**config.mk**
```make
export PLATFORM = sky130hd
export DESIGN_NAME = camera_update_scheduler_flat
export DESIGN_NICKNAME = d
export VERILOG_FILES = /design/src/rtl/camera_sched_pkg.sv /design/src/rtl/camera_sched_if.sv /design/src/rtl/camera_param_dbuf.sv /design/src/rtl/camera_update_scheduler.sv /design/src/flat_wrapper.sv
export SDC_FILE = /design/constraint.sdc
export NUM_CORES = 1
export LEC_CHECK = 0
export ABC_CLOCK_PERIOD_IN_PS = 2780
export BUFFER_PORTS_ARGS = -buffer_cell sky130_fd_sc_hd__buf_4
export CAP_MARGIN = 30
export CORE_ASPECT_RATIO = 0.5
export CORE_MARGIN = 5
export CORE_UTILIZATION = 48
export DETAILED_ROUTE_END_ITERATION = 8
export PLACE_DENSITY = 0.75
export SLEW_MARGIN = 20
export SYNTH_ARGS = -nofsm -noshare
export SYNTH_HDL_FRONTEND = slang
export SYNTH_SLANG_ARGS = --single-unit
```
**constraint.sdc**
```tcl
create_clock -name clk_in -period 2.78 [get_ports clk_in]
set_input_delay 0.556 -clock clk_in [delete_from_list [all_inputs] [get_ports clk_in]]
set_output_delay 0.556 -clock clk_in [all_outputs]
set_load 0.05 [all_outputs]
```
**src/rtl/camera_sched_pkg.sv**
```systemverilog
// camera_sched_pkg: shared types, fixed-point constants and reset vectors for the camera scheduler
package camera_sched_pkg;
    localparam int POS_WIDTH    = 18;
    localparam int SINCOS_WIDTH = 16;
    localparam int FRAC         = 14;

    typedef enum logic [1:0] {IDLE, ISSUE, WAIT} sched_state_t;

    typedef logic signed [POS_WIDTH-1:0]    pos_t;
    typedef logic signed [SINCOS_WIDTH-1:0] sc_t;
    typedef pos_t [2:0] pos_vec_t;
    typedef sc_t  [2:0] sc_vec_t;

    localparam sc_t ONE = SINCOS_WIDTH'(1 << FRAC);

    localparam pos_vec_t C_RST = '0;
    localparam sc_vec_t  U_RST = {sc_t'(0), sc_t'(0), ONE};
    localparam sc_vec_t  V_RST = {sc_t'(0), ONE, sc_t'(0)};
    localparam sc_vec_t  N_RST = {ONE, sc_t'(0), sc_t'(0)};

    typedef struct packed {
        pos_vec_t c;
        sc_vec_t  u;
        sc_vec_t  v;
        sc_vec_t  n;
    } cam_params_t;

    localparam cam_params_t PARAMS_RST = '{c: C_RST, u: U_RST, v: V_RST, n: N_RST};
endpackage

```
**src/rtl/camera_sched_if.sv**
```systemverilog
// camera_sched_if: tracker intake, camera request/result and active-bank bundle
interface camera_sched_if
    import camera_sched_pkg::*;
#(
    parameter int HWIDTH = 9,
    parameter int VWIDTH = 8,
    parameter int AWIDTH = 16
) ();
    logic [HWIDTH-1:0] x_in;
    logic [VWIDTH-1:0] y_in;
    logic [AWIDTH-1:0] area_in;
    logic              centroid_valid_in;
    logic              frame_start_in;
    logic [HWIDTH-1:0] cam_x_out;
    logic [VWIDTH-1:0] cam_y_out;
    logic [AWIDTH-1:0] cam_area_out;
    logic              cam_valid_out;
    pos_vec_t          cam_C_in;
    sc_vec_t           cam_u_in;
    sc_vec_t           cam_v_in;
    sc_vec_t           cam_n_in;
    logic              cam_valid_in;
    pos_vec_t          C_out;
    sc_vec_t           u_out;
    sc_vec_t           v_out;
    sc_vec_t           n_out;
    logic              commit_out;
    logic              busy_out;
    logic              timeout_out;

    modport slave (
        input  x_in, y_in, area_in, centroid_valid_in, frame_start_in,
        input  cam_C_in, cam_u_in, cam_v_in, cam_n_in, cam_valid_in,
        output cam_x_out, cam_y_out, cam_area_out, cam_valid_out,
        output C_out, u_out, v_out, n_out, commit_out, busy_out, timeout_out
    );

    modport master (
        output x_in, y_in, area_in, centroid_valid_in, frame_start_in,
        output cam_C_in, cam_u_in, cam_v_in, cam_n_in, cam_valid_in,
        input  cam_x_out, cam_y_out, cam_area_out, cam_valid_out,
        input  C_out, u_out, v_out, n_out, commit_out, busy_out, timeout_out
    );
endinterface

```
**src/rtl/camera_param_dbuf.sv**
```systemverilog
// camera_param_dbuf: shadow/active camera bank, committed only on a frame boundary
module camera_param_dbuf
    import camera_sched_pkg::*;
(
    input  logic        clk_in,
    input  logic        rst_in,
    input  logic        i_capture,
    input  logic        i_frame_start,
    input  cam_params_t i_data,
    output cam_params_t o_active,
    output logic        o_commit
);
    cam_params_t r_shadow;
    cam_params_t r_active;
    logic        r_shadow_v;
    logic        r_commit;
    logic        w_commit;

    assign w_commit = i_frame_start && r_shadow_v;
    assign o_active = r_active;
    assign o_commit = r_commit;

    // A same-cycle capture refills the shadow after the old value is committed
    always_ff @(posedge clk_in) begin
        if (rst_in) begin
            r_shadow   <= PARAMS_RST;
            r_active   <= PARAMS_RST;
            r_shadow_v <= 1'b0;
            r_commit   <= 1'b0;
        end else begin
            r_commit   <= w_commit;
            if (w_commit) r_active <= r_shadow;
            if (i_capture) r_shadow <= i_data;
            r_shadow_v <= i_capture ? 1'b1 : (w_commit ? 1'b0 : r_shadow_v);
        end
    end
endmodule

```
**src/rtl/camera_update_scheduler.sv**
```systemverilog
// camera_update_scheduler: filters tracker samples, issues one camera request at a time, frame-synced commit
module camera_update_scheduler
    import camera_sched_pkg::*;
#(
    parameter int HRES     = 320,
    parameter int VRES     = 180,
    parameter int MIN_AREA = 64,
    parameter int DEADBAND = 2,
    parameter int TIMEOUT  = 64
) (
    input logic           clk_in,
    input logic           rst_in,
    camera_sched_if.slave bus
);
    localparam int HWIDTH = $clog2(HRES);
    localparam int VWIDTH = $clog2(VRES);
    localparam int AWIDTH = $clog2(HRES * VRES);
    localparam int CWIDTH = $clog2(TIMEOUT);

    sched_state_t      r_state;
    logic [HWIDTH-1:0] r_px, r_last_x, r_cam_x, w_dx;
    logic [VWIDTH-1:0] r_py, r_last_y, r_cam_y, w_dy;
    logic [AWIDTH-1:0] r_pa, r_cam_area;
    logic [CWIDTH-1:0] r_cnt;
    logic              r_pv, r_first_done, r_cam_valid, r_timeout;
    logic              w_accept, w_far, w_capture;
    cam_params_t       w_cap_data, w_active;

    assign w_accept  = bus.centroid_valid_in && (bus.area_in >= AWIDTH'(MIN_AREA));
    assign w_dx      = (r_px > r_last_x) ? r_px - r_last_x : r_last_x - r_px;
    assign w_dy      = (r_py > r_last_y) ? r_py - r_last_y : r_last_y - r_py;
    assign w_far     = (w_dx > HWIDTH'(DEADBAND)) || (w_dy > VWIDTH'(DEADBAND));
    assign w_capture = (r_state == WAIT) && bus.cam_valid_in;
    assign w_cap_data = '{c: bus.cam_C_in, u: bus.cam_u_in, v: bus.cam_v_in, n: bus.cam_n_in};

    assign bus.cam_x_out     = r_cam_x;
    assign bus.cam_y_out     = r_cam_y;
    assign bus.cam_area_out  = r_cam_area;
    assign bus.cam_valid_out = r_cam_valid;
    assign bus.timeout_out   = r_timeout;
    assign bus.busy_out      = r_state != IDLE;
    assign bus.C_out         = w_active.c;
    assign bus.u_out         = w_active.u;
    assign bus.v_out         = w_active.v;
    assign bus.n_out         = w_active.n;

    // IDLE either consumes or drops the pending sample, so only a fresh one survives it
    always_ff @(posedge clk_in) begin
        if (rst_in) begin
            r_state      <= IDLE;
            r_px         <= '0;
            r_py         <= '0;
            r_pa         <= '0;
            r_pv         <= 1'b0;
            r_last_x     <= '0;
            r_last_y     <= '0;
            r_first_done <= 1'b0;
            r_cnt        <= '0;
            r_cam_x      <= '0;
            r_cam_y      <= '0;
            r_cam_area   <= '0;
            r_cam_valid  <= 1'b0;
            r_timeout    <= 1'b0;
        end else begin
            r_cam_valid <= 1'b0;
            r_timeout   <= 1'b0;
            r_pv        <= ((r_state == IDLE) ? 1'b0 : r_pv) | w_accept;
            if (w_accept) begin
                r_px <= bus.x_in;
                r_py <= bus.y_in;
                r_pa <= bus.area_in;
            end
            case (r_state)
                IDLE: begin
                    if (r_pv && (!r_first_done || w_far)) begin
                        r_state     <= ISSUE;
                        r_cam_valid <= 1'b1;
                        r_cam_x     <= r_px;
                        r_cam_y     <= r_py;
                        r_cam_area  <= r_pa;
                    end
                end
                ISSUE: begin
                    r_last_x     <= r_cam_x;
                    r_last_y     <= r_cam_y;
                    r_first_done <= 1'b1;
                    r_cnt        <= '0;
                    r_state      <= WAIT;
                end
                WAIT: begin
                    if (bus.cam_valid_in) begin
                        r_state <= IDLE;
                    end else if (r_cnt == CWIDTH'(TIMEOUT - 1)) begin
                        r_timeout <= 1'b1;
                        r_state   <= IDLE;
                    end else begin
                        r_cnt <= r_cnt + 1'b1;
                    end
                end
                default: r_state <= IDLE;
            endcase
        end
    end

    camera_param_dbuf u_dbuf (
        .clk_in        (clk_in),
        .rst_in        (rst_in),
        .i_capture     (w_capture),
        .i_frame_start (bus.frame_start_in),
        .i_data        (w_cap_data),
        .o_active      (w_active),
        .o_commit      (bus.commit_out)
    );
endmodule

```
**src/flat_wrapper.sv**
```systemverilog
// flat-port wrapper written by rule: the top's interface ports become plain ports
module camera_update_scheduler_flat import camera_sched_pkg::*;
#(
    parameter int HRES     = 320,
    parameter int VRES     = 180,
    parameter int MIN_AREA = 64,
    parameter int DEADBAND = 2,
    parameter int TIMEOUT  = 64
)
  (clk_in, rst_in, bus_x_in, bus_y_in, bus_area_in, bus_centroid_valid_in, bus_frame_start_in, bus_cam_C_in, bus_cam_u_in, bus_cam_v_in, bus_cam_n_in, bus_cam_valid_in, bus_cam_x_out, bus_cam_y_out, bus_cam_area_out, bus_cam_valid_out, bus_C_out, bus_u_out, bus_v_out, bus_n_out, bus_commit_out, bus_busy_out, bus_timeout_out);
  camera_sched_if #(.HWIDTH(9), .VWIDTH(8), .AWIDTH(16)) bus_i ();
  input logic clk_in;
  input logic rst_in;
  input wire logic [$bits(bus_i.x_in)-1:0] bus_x_in;
  input wire logic [$bits(bus_i.y_in)-1:0] bus_y_in;
  input wire logic [$bits(bus_i.area_in)-1:0] bus_area_in;
  input wire logic [$bits(bus_i.centroid_valid_in)-1:0] bus_centroid_valid_in;
  input wire logic [$bits(bus_i.frame_start_in)-1:0] bus_frame_start_in;
  input wire logic [$bits(bus_i.cam_C_in)-1:0] bus_cam_C_in;
  input wire logic [$bits(bus_i.cam_u_in)-1:0] bus_cam_u_in;
  input wire logic [$bits(bus_i.cam_v_in)-1:0] bus_cam_v_in;
  input wire logic [$bits(bus_i.cam_n_in)-1:0] bus_cam_n_in;
  input wire logic [$bits(bus_i.cam_valid_in)-1:0] bus_cam_valid_in;
  output wire logic [$bits(bus_i.cam_x_out)-1:0] bus_cam_x_out;
  output wire logic [$bits(bus_i.cam_y_out)-1:0] bus_cam_y_out;
  output wire logic [$bits(bus_i.cam_area_out)-1:0] bus_cam_area_out;
  output wire logic [$bits(bus_i.cam_valid_out)-1:0] bus_cam_valid_out;
  output wire logic [$bits(bus_i.C_out)-1:0] bus_C_out;
  output wire logic [$bits(bus_i.u_out)-1:0] bus_u_out;
  output wire logic [$bits(bus_i.v_out)-1:0] bus_v_out;
  output wire logic [$bits(bus_i.n_out)-1:0] bus_n_out;
  output wire logic [$bits(bus_i.commit_out)-1:0] bus_commit_out;
  output wire logic [$bits(bus_i.busy_out)-1:0] bus_busy_out;
  output wire logic [$bits(bus_i.timeout_out)-1:0] bus_timeout_out;
  assign bus_i.x_in = bus_x_in;
  assign bus_i.y_in = bus_y_in;
  assign bus_i.area_in = bus_area_in;
  assign bus_i.centroid_valid_in = bus_centroid_valid_in;
  assign bus_i.frame_start_in = bus_frame_start_in;
  assign bus_i.cam_C_in = bus_cam_C_in;
  assign bus_i.cam_u_in = bus_cam_u_in;
  assign bus_i.cam_v_in = bus_cam_v_in;
  assign bus_i.cam_n_in = bus_cam_n_in;
  assign bus_i.cam_valid_in = bus_cam_valid_in;
  assign bus_cam_x_out = bus_i.cam_x_out;
  assign bus_cam_y_out = bus_i.cam_y_out;
  assign bus_cam_area_out = bus_i.cam_area_out;
  assign bus_cam_valid_out = bus_i.cam_valid_out;
  assign bus_C_out = bus_i.C_out;
  assign bus_u_out = bus_i.u_out;
  assign bus_v_out = bus_i.v_out;
  assign bus_n_out = bus_i.n_out;
  assign bus_commit_out = bus_i.commit_out;
  assign bus_busy_out = bus_i.busy_out;
  assign bus_timeout_out = bus_i.timeout_out;
  camera_update_scheduler #(.HRES(HRES), .VRES(VRES), .MIN_AREA(MIN_AREA), .DEADBAND(DEADBAND), .TIMEOUT(TIMEOUT)) u_core (.clk_in(clk_in), .rst_in(rst_in), .bus(bus_i));
endmodule
```
==> results.txt, run 1 <==
Synth cell types -> 58
Fin nets -> 3100
VDD IR max -> 0.000458 V
Pwr/cell area -> 591 nW/um^2
Cell taking the most area after synthesis -> dfxtp_1
Final WS setup -> -301 ps
Clk slew on worst S/H paths -> 70 ps
Hold Path Class -> in2reg
Status -> finished with violations
Reg-to-Reg Start -> u_core.r_last_x[0]$_SDFFE_PP0N_
MaxCap Viol Count -> 0
Final Slew Violations -> 0
Worst EP required -> 3250 ps
Syn Inst Count -> 2377
DP Worst Slack -> -343 ps
Worst setup SP type -> register
Clock Skew -> 17.4 ps
Leakage power -> 9.83 nW
DR iter-0 viols -> 1015
# port buffers -> 470
Final WL -> 54300 um
Vias per cell -> 5.03
YS warnings -> 0
Via count -> 17100
Period minus WS final -> 3080 ps
CP max FO -> 5
WL/cell -> 16.0 um
Register area share after synthesis -> 0.525
Clock Path Buffers -> 3
Hold buffers post-CTS -> 0
DRC Markers -> 0
DRT antenna net count -> 0
Fin. Hold Viols -> 0
Worst-skew pair later-pin latency -> 560 ps
Number of synthesized flops with an enable pin -> 0
CP Class -> reg2reg
Initial antenna violation count -> 3
Commonest non-fill, non-tap cell in the layout -> nand2_1
Die area -> 43500 sq um
Die height -> 150 um
CTS tree -> done
Worst reg2reg setup slack -> -300 ps
Cell Area, Synth -> 18800 sq um
Fmax -> 325 MHz
Critical path capture point -> u_core.bus.cam_area_out[10]$_SDFFE_PP0P_
Top cells by area, synth -> dfxtp_1 (52%), nand2_1 (18%), a21oi_1 (12%)
Final setup fails -> 35
FF+latch count, synth -> 493
Top FF cell, synth -> dfxtp_1
Cell Rows -> 51
Net Count, Synth -> 2650
CTS sink count -> 493
Beginning of the critical path -> u_core.r_last_x[0]$_SDFFE_PP0N_
Global Route Usage Sum -> 0.231
Finished Cell Area -> 25100 sq um
Die Wd -> 290 um
Initial Utilization -> 0.485
Fraction of layout cells with a size suffix above 1 -> 0.240
Worst-Margin Slew -> 1020 ps
Post-synth ARST share -> 0
Crit path DAT -> 3560 ps
DP HPWL -> 37000 um
Core box area -> 38800 sq um
Most frequent cells in the layout -> nand2_1 (916), buf_4 (549), dfxtp_1 (488), a21oi_1 (463), nand2b_1 (70)
CTS Buf Count -> 45
Largest net degree at the start of global routing -> 89
Placer Congestion -> 0.887
Yosys top cell area share -> 0.525
Tcrit/Tclk final -> 1.11
CP endpoint kind -> register
Failing checks -> negative setup slack
First-pass GRT wire length -> 83400 um
TritonRoute pass-1 iters -> 6
IO Count -> 471
Number of global-route vias before repair -> 16000
Syn Area/Cell -> 7.91 sq um
Worst-case reg-to-reg path depth -> 14
Clk root buf -> clkbuf_16
Area grow syn2layout -> 33.5%
Gr ovfl total -> 0
Slew headroom -> 0.317
Unrepaired setup endpoints after global routing -> yes
RR Endpoint -> u_core.bus.cam_area_out[10]$_SDFFE_PP0P_
Final Util -> 0.647
Depth of the CTS H-tree -> 2
Placement Cell Area -> 23300 sq um
synth_stat cells, drive strengths merged, types with 4 or more instances:
| cell | instances |
|---|---|
| nand3 | 12 |
| xor2 | 6 |
| nor3 | 10 |
| o21ai | 5 |
| ha | 33 |
| a21o | 11 |
| buf | 23 |
| nor4 | 6 |
| dfxtp | 493 |
| a221oi | 4 |
| nor2b | 7 |
| nor2 | 21 |
| nand2 | 917 |
| a2111oi | 4 |
| inv | 43 |
| a21oi | 467 |
| clkbuf | 148 |
| nand3b | 9 |
| fa | 4 |
| nand2b | 70 |
| mux2i | 41 |
worst min-delay path by stage:
stage / endpoint / slack [ps] / start / cells past startpoint
floorplan: u_core.u_dbuf.o_active[0]$_SDFFE_PP0P_ / 430 / u_core.u_dbuf.r_shadow[0]$_SDFFE_PP0P_ / 2
global placement: u_core.u_dbuf.o_active[45]$_SDFFE_PP0P_ / 440 / u_core.u_dbuf.r_shadow[45]$_SDFFE_PP0P_ / 2
global route: u_core.u_dbuf.r_shadow[110]$_SDFFE_PP1P_ / 210 / bus_cam_u_in[14] / 3
CTS: u_core.u_dbuf.r_shadow[110]$_SDFFE_PP1P_ / 200 / bus_cam_u_in[14] / 3
detailed placement: u_core.u_dbuf.o_active[54]$_SDFFE_PP0P_ / 440 / u_core.u_dbuf.r_shadow[54]$_SDFFE_PP0P_ / 2
finish: u_core.u_dbuf.r_shadow[110]$_SDFFE_PP1P_ / 230 / bus_cam_u_in[14] / 3
metrics by stage:
stage	setup TNS (ps)	std cells	hold slack (ps)	power, mW
global route	-13160	3393	211	15.4
detailed placement	-10260	3296	442	8.54
global placement	-8350	3296	436	8.53
finish	-8650	3393	226	14.9
CTS	-7120	3385	201	14.9
floorplan	-1160	2377	432	8.01
kinds of logic (layout without fill, tap and decap cells):
kind of cell	Yosys count	in the layout	synth area share
flip-flops	493	493	0.525
AND/OR/NAND/NOR	1067	1067	0.230
adder cells (fa/ha/maj)	37	37	0.0262
AO/OA/AOI/OAI	515	515	0.145
other	0	3	0
multiplexers	42	42	0.0224
buffers and inverters	214	697	0.0466
XOR/XNOR	9	9	0.00419
critical path, cell delays in order (launching register included):
cell       delay [ps]
dfxtp_4           380
ha_4              140
inv_2              30
fa_2              340
a21o_1            160
a21o_1            190
a2111oi_2         290
a221o_1           210
a2111oi_4          50
buf_4             140
a211o_1           320
a31oi_4           220
buf_12            170
clkbuf_16         150
mux2i_1           210
repair_timing:
item                       in CTS  in global routing
cloned                          1                  2
buffers inserted                8                  3
resized for setup              13                 20
setup endpoints to repair      35                 35
pin swaps                       1                 12
registers in the layout, indices dropped and copies added, names as in the netlist, 2 cells and up:
register,flops
u_core.r_state,2
u_core.r_py,8
u_core.u_dbuf.r_shadow,198
u_core.bus.cam_area_out,16
u_core.r_last_x,9
u_core.r_pa,16
u_core.bus.cam_y_out,8
u_core.bus.cam_x_out,9
u_core.u_dbuf.o_active,198
u_core.r_cnt,6
u_core.r_last_y,8
u_core.r_px,9
layout make-up:
class / count / area [sq um]
antenna: 3 / 7.51
clock inverter: 13 / 166
inverter: 43 / 164
multi-input combinational: 1670 / 8260
timing repair buffer: 574 / 4620
sequential: 493 / 9880
fill: 3343 / 13700
clock buffer: 67 / 1360
tap: 530 / 663
where the power goes:
part,switching (mW),internal (mW)
combinational,0.657,0.625
sequential,0.0505,7.15
clock,2.70,3.67
total,3.41,11.4
routing by layer:
metal  up-vias  global-route usage  wire length [um]
met3       196              0.0436              2600
met2       458               0.400             26800
met1      7809               0.273             21300
li1       8601                   -                 -
met5         -                   0                 0
met4         0               0.133              3620
Note: power is estimated with default switching activity, not from simulation.
==> inputs of run 2 (changes only) <==
- ABC_CLOCK_PERIOD_IN_PS: 2780 -> 3700
- CORE_UTILIZATION: 48 -> 57
- PLACE_DENSITY: 0.75 -> 0.84
- clock period: 2.78 -> 3.7 ns (I/O delays scaled with it)
==> results.txt, run 2 (same netlist as run 1, synthesis figures left out) <==
Status -> finished, final reports clean
CTS sink count -> 493 (unchanged)
Reg-to-Reg Start -> u_core.r_px[0]$_SDFFE_PP0P_
Post-placement cell count -> 3150 (-4.4%)
Placer Congestion -> 0.902 (+1.7%)
Crit path DAT -> 4040 ps (+480 ps)
Die area -> 37000 sq um (-15%)
DR iter-0 viols -> 1374 (+35%)
Final WL -> 54100 um (-0.49%)
Endpoint, Worst Hold -> u_core.u_dbuf.r_shadow[78]$_SDFFE_PP1P_
Clk slew on worst S/H paths -> 70 ps (about the same)
Slew headroom -> 0.401 (+0.0837)
Clock Path Buffers -> 3 (unchanged)
Final Slew Violations -> 0 (unchanged)
DRT antenna net count -> 0 (unchanged)
Most frequent cells in the layout -> nand2_1 (916), buf_4 (493), dfxtp_1 (493), a21oi_1 (466), nand2b_1 (70)
Fin cells -> 3239 (-4.5%)
VDD IR max -> 0.000389 V (-15%)
Cell Rows -> 47 (-7.8%)
Worst reg2reg setup slack -> 130 ps (+430 ps)
Finished Cell Area -> 24200 sq um (-3.6%)
Pwr/cell area -> 451 nW/um^2 (-24%)
Initial antenna violation count -> 2 (-1)
Largest net degree at the start of global routing -> 146 (+64%)
Area grow syn2layout -> 28.8%
Final setup fails -> 0 (-100%)
# port buffers -> 470 (unchanged)
DP Worst Slack -> 113 ps (+456 ps)
CP Class -> reg2reg
CP max FO -> 4 (-1)
Depth of the CTS H-tree -> 2 (unchanged)
Die height -> 138 um (-7.7%)
IO Count -> 471 (unchanged)
Fraction of layout cells with a size suffix above 1 -> 0.213 (-0.0273)
Core box area -> 32800 sq um (-15%)
Fill count -> 2476 (-26%)
Gr ovfl total -> 0 (unchanged)
DP HPWL -> 36200 um (-2.3%)
RR Endpoint -> u_core.bus.cam_x_out[3]$_SDFFE_PP0P_
Tcrit/Tclk final -> 0.965 (-0.144)
Placement Cell Area -> 22600 sq um (-2.7%)
MaxCap Viol Count -> 0 (unchanged)
Worst setup SP type -> register
Die Wd -> 267 um (-7.9%)
Initial Utilization -> 0.573 (+0.0884)
Tot Pwr -> 10.9 mW (-26%)
Hold Path Class -> in2reg
Hold buffers post-CTS -> 0 (unchanged)
Hold depth -> 3 (unchanged)
Global Route Usage Sum -> 0.273 (+0.0419)
Leakage power -> 9.43 nW (-4.1%)
Commonest non-fill, non-tap cell in the layout -> nand2_1
Vias per cell -> 5.30 (+5.3%)
First-pass GRT wire length -> 83900 um (+0.61%)
Period minus WS final -> 3570 ps (+488 ps)
Worst-skew pair later-pin latency -> 550 ps (about the same)
WHS -> 405 ps (+178 ps)
Final WS setup -> 131 ps (+432 ps)
Fin nets -> 3036 (-2.1%)
CTS tree -> done
Clock Skew -> 27.7 ps (+10.3 ps)
WL/cell -> 16.7 um (+4.2%)
Fmax -> 280 MHz (-14%)
DRC Markers -> 0 (unchanged)
Worst EP required -> 4170 ps (+920 ps)
Hold Path Origin -> bus_cam_v_in[30]
Clk root buf -> clkbuf_16
Fin. Hold Viols -> 0 (unchanged)
Worst-case reg-to-reg path depth -> 17 (+3)
Worst-Margin Slew -> 897 ps (-127 ps)
Number of global-route vias before repair -> 16200 (+1.5%)
Via count -> 17200 (+0.53%)
TritonRoute pass-1 iters -> 5 (-1)
CTS Buf Count -> 42 (-6.7%)
CP endpoint kind -> register
run 2: cell types whose count changed in the layout (fill, tap and decap cells not counted), sizes merged:
cell / delta
clkinv: +2
buf: -61
clkinvlp: -2
bufinv: +2
clkbuf: -6
run 2: final cells by class:
type / count / area (sq um) / share of cell area
clock buffers: 61 / 1220 / 0.0505
repair buffers: 513 / 4080 / 0.168
well taps: 441 / 552 / 0.0228
flip-flops and latches: 493 / 9870 / 0.407
multi-input cells: 1670 / 8120 / 0.335
inverters: 43 / 161 / 0.00666
clock inverters: 15 / 221 / 0.00914
diodes: 3 / 7.51 / 0.000310
run 2: worst max-delay path by stage:
stage                                          from                                       to  slack [ps]
floorplan               u_core.r_px[0]$_SDFFE_PP0P_     u_core.bus.cam_x_out[0]$_SDFFE_PP0P_         610
CTS                 u_core.r_last_x[1]$_SDFFE_PP0N_     u_core.bus.cam_y_out[2]$_SDFFE_PP0P_          80
finish                  u_core.r_px[0]$_SDFFE_PP0P_     u_core.bus.cam_x_out[3]$_SDFFE_PP0P_         130
global route            u_core.r_px[0]$_SDFFE_PP0P_     u_core.bus.cam_x_out[3]$_SDFFE_PP0P_         -50
detailed placement      u_core.r_px[0]$_SDFFE_PP0P_  u_core.bus.cam_area_out[3]$_SDFFE_PP0P_         110
global placement        u_core.r_px[0]$_SDFFE_PP0P_  u_core.bus.cam_area_out[1]$_SDFFE_PP0P_         160
run 2: where the power goes:
group / switching, mW / total, mW / internal [mW] / leakage (nW)
sequential: 0.0428 / 5.41 / 5.37 / 3.98
combinational: 0.459 / 0.854 / 0.395 / 4.74
clock: 2.01 / 4.67 / 2.66 / 0.710
total: 2.51 / 10.9 / 8.43 / 9.43
run 2: routing by layer:
| metal | vias up | global-route usage | wire length (um) |
|---|---|---|---|
| met5 | - | 0 | 0 |
| met2 | 506 | 0.470 | 26900 |
| li1 | 8479 | - | - |
| met3 | 175 | 0.0520 | 2920 |
| met1 | 7995 | 0.328 | 21300 |
| met4 | 0 | 0.136 | 2920 |
run 2: critical path: stages (launching register included):
cell	delay, ps
dfxtp_1	340
inv_1	60
ha_1	160
inv_1	60
fa_1	410
a21o_1	180
a21o_1	220
a21o_1	190
a221o_1	320
a2111oi_2	330
buf_4	180
and4_1	190
a211o_1	150
a31oi_4	130
buf_6	180
buf_4	130
buf_4	120
mux2i_1	160
run 2: timing repair:
action,CTS,global route
buffers inserted,0,6
endpoints found under the setup margin,0,31
resized for setup,0,7
run 2: through the flow:
| stage | utilization | setup TNS (ps) |
|---|---|---|
| finish | 0.738 | 0 |
| global route | 0.738 | -62.5 |
| CTS | 0.733 | 0 |
| detailed placement | 0.689 | 0 |
| global placement | 0.689 | 0 |
| floorplan | - | 0 |
==> inputs of run 3 (changes only) <==
- CORE_UTILIZATION: 57 -> 59
- CTS_BUF_LIST: unset -> sky130_fd_sc_hd__clkbuf_8
- PLACE_DENSITY: 0.84 -> 0.86
==> results.txt, run 3 (same netlist as run 1, synthesis figures left out) <==
Most frequent cells in the layout -> nand2_1 (916), dfxtp_1 (493), buf_4 (484), a21oi_1 (466), clkbuf_8 (85)
TritonRoute pass-1 iters -> 6 (+1)
Tcrit/Tclk final -> 0.947 (-0.0180)
DP HPWL -> 35100 um (-3.0%)
IO Count -> 471 (unchanged)
Vias per cell -> 5.24 (-1.1%)
Fill count -> 2417 (-2.4%)
Worst EP required -> 4220 ps (+50 ps)
Placement Cell Area -> 22500 sq um (-0.49%)
VDD IR max -> 0.000300 V (-23%)
Initial Utilization -> 0.596 (+0.0231)
Number of global-route vias before repair -> 16000 (-1.4%)
Fin nets -> 3045 (+0.30%)
Final Slew Violations -> 0 (unchanged)
# port buffers -> 470 (unchanged)
CTS sink count -> 493 (unchanged)
DRC Markers -> 0 (unchanged)
MaxCap Viol Count -> 0 (unchanged)
Net Sw Frac -> 0.242 (+0.0123)
Unrepaired setup endpoints after global routing -> no
Pwr/cell area -> 435 nW/um^2 (-3.5%)
CTS tree -> done
Fmax -> 286 MHz (+1.9%)
Clock Path Buffers -> 3 (unchanged)
ANT cells -> 0 (-3)
Cell internal pwr -> 7.89 mW (-6.4%)
Area of the multi-input gates -> 8100 sq um (-0.22%)
CP Class -> reg2reg
WL/cell -> 16.2 um (-3.2%)
Placer Congestion -> 0.895 (-0.75%)
Psw -> 2.52 mW (+0.28%)
Die height -> 136 um (-1.6%)
Area grow syn2layout -> 27.1%
CP endpoint kind -> register
Worst-skew pair later-pin latency -> 610 ps (+60 ps)
Reg power frac -> 0.520 (+0.025)
Final setup fails -> 0 (unchanged)
First-pass GRT wire length -> 81600 um (-2.7%)
Commonest non-fill, non-tap cell in the layout -> nand2_1
Fraction of layout cells with a size suffix above 1 -> 0.213 (about the same)
Depth of the CTS H-tree -> 3 (+1)
Gr ovfl total -> 0 (unchanged)
Clk root buf -> clkbuf_8
Hold Path Class -> in2reg
Fin. Hold Viols -> 0 (unchanged)
Crit path DAT -> 4020 ps (-20 ps)
Worst-Margin Slew -> 1010 ps (+113 ps)
DR iter-0 viols -> 1402 (+2.0%)
Via count -> 17000 (-0.62%)
Worst setup SP type -> register
Final WL -> 52600 um (-2.7%)
Clock Skew -> 24.8 ps (-2.82 ps)
Setup total negative slack -> 0 ps (unchanged)
Finished Cell Area -> 23900 sq um (-1.3%)
Clock power frac -> 0.401 (-0.026)
Initial antenna violation count -> 0 (-2)
DRT antenna net count -> 0 (unchanged)
Die area -> 35800 sq um (-3.2%)
Comb power frac -> 0.079 (about the same)
Largest net degree at the start of global routing -> 200 (+37%)
Clk slew on worst S/H paths -> 70 ps (about the same)
Status -> finished, final reports clean
Slew headroom -> 0.326 (-0.0743)
Seq. cell area -> 9870 sq um (unchanged)
CTS Buf Count -> 67 (+60%)
Cell Rows -> 46 (-2.1%)
Leakage power -> 9.41 nW (-0.15%)
CP max FO -> 22 (+18)
Global Route Usage Sum -> 0.276 (+0.00273)
Tot Pwr -> 10.4 mW (-4.8%)
Period minus WS final -> 3500 ps (-66.5 ps)
Core box area -> 31500 sq um (-3.9%)
Die Wd -> 263 um (-1.6%)
[run 3: cell types whose count changed in the layout (fill, tap and decap cells not counted), moves of 4 or more]
| cell | before | now |
|---|---|---|
| clkbuf_1 | 9 | 0 |
| clkbuf_16 | 44 | 0 |
| inv_1 | 43 | 70 |
| clkbuf_8 | 10 | 85 |
| bufinv_16 | 5 | 1 |
| buf_4 | 493 | 484 |
| clkinv_2 | 6 | 2 |
[run 3: final timing paths]
check                                        endpoint  slack [ps]                                startpoint  depth (start not counted)
max              u_core.bus.cam_x_out[7]$_SDFFE_PP0P_         200               u_core.r_px[0]$_SDFFE_PP0P_                         14
min           u_core.u_dbuf.r_shadow[46]$_SDFFE_PP1P_         330                          bus_cam_n_in[46]                          3
max reg2reg      u_core.bus.cam_x_out[7]$_SDFFE_PP0P_         200               u_core.r_px[0]$_SDFFE_PP0P_                         14
min reg2reg  u_core.u_dbuf.o_active[140]$_SDFFE_PP0P_         440  u_core.u_dbuf.r_shadow[140]$_SDFFE_PP0P_                          2
[run 3: per-layer routing]
metal / up-vias / global-route usage / wire [um]
met2: 494 / 0.471 / 26000
met1: 7924 / 0.332 / 21100
met4: 0 / 0.135 / 2640
met3: 149 / 0.0653 / 2850
met5: - / 0 / 0
li1: 8482 / - / -
[run 3: critical path: stages (launching register included)]
cell and delay (ps):
dfxtp_1 330, inv_1 60, ha_1 150, inv_1 60
fa_1 420, a21o_1 180, a21o_1 230, a2111oi_1 410
a221o_1 190, a2111oi_2 70, and4_1 210, a211o_1 310
a31oi_4 320, buf_12 240, mux2i_1 240
[run 3: per-stage QoR]
step | util | std cells | setup WS (ps) | hold slack, ps
5_1_grt | 0.758 | 3254 | 12.7 | 308
4_1_cts | 0.756 | 3250 | 95.3 | 291
2_1_floorplan | - | 2377 | 615 | 432
3_3_place_gp | 0.714 | 3131 | 197 | 435
6_report | 0.758 | 3254 | 198 | 332
3_5_place_dp | 0.714 | 3131 | 134 | 442
[run 3: what timing repair did]
item / CTS / global route
buffers inserted: 0 / 3
gates resized for setup: 0 / 2
endpoints found under the hold margin: 0 / 0
endpoints found under the setup margin: 0 / 29
hold buffers: 0 / 0
[run 3: cell type report]
type	count	area share
flip-flops and latches	493	0.413
clock buffers	85	0.0489
clock inverters	34	0.00743
multi-input cells	1670	0.339
well taps	432	0.0226
repair buffers	497	0.162
inverters	43	0.00675
[run 3: power groups by stage]
stage / Clock (mW) / Combinational [mW] / Sequential [mW]
floorplan: 0 / 0.445 / 5.56
global placement: 0 / 0.802 / 5.53
detailed placement: 0 / 0.804 / 5.53
CTS: 4.25 / 0.808 / 5.41
global route: 4.50 / 0.891 / 5.42
finish: 4.17 / 0.819 / 5.41
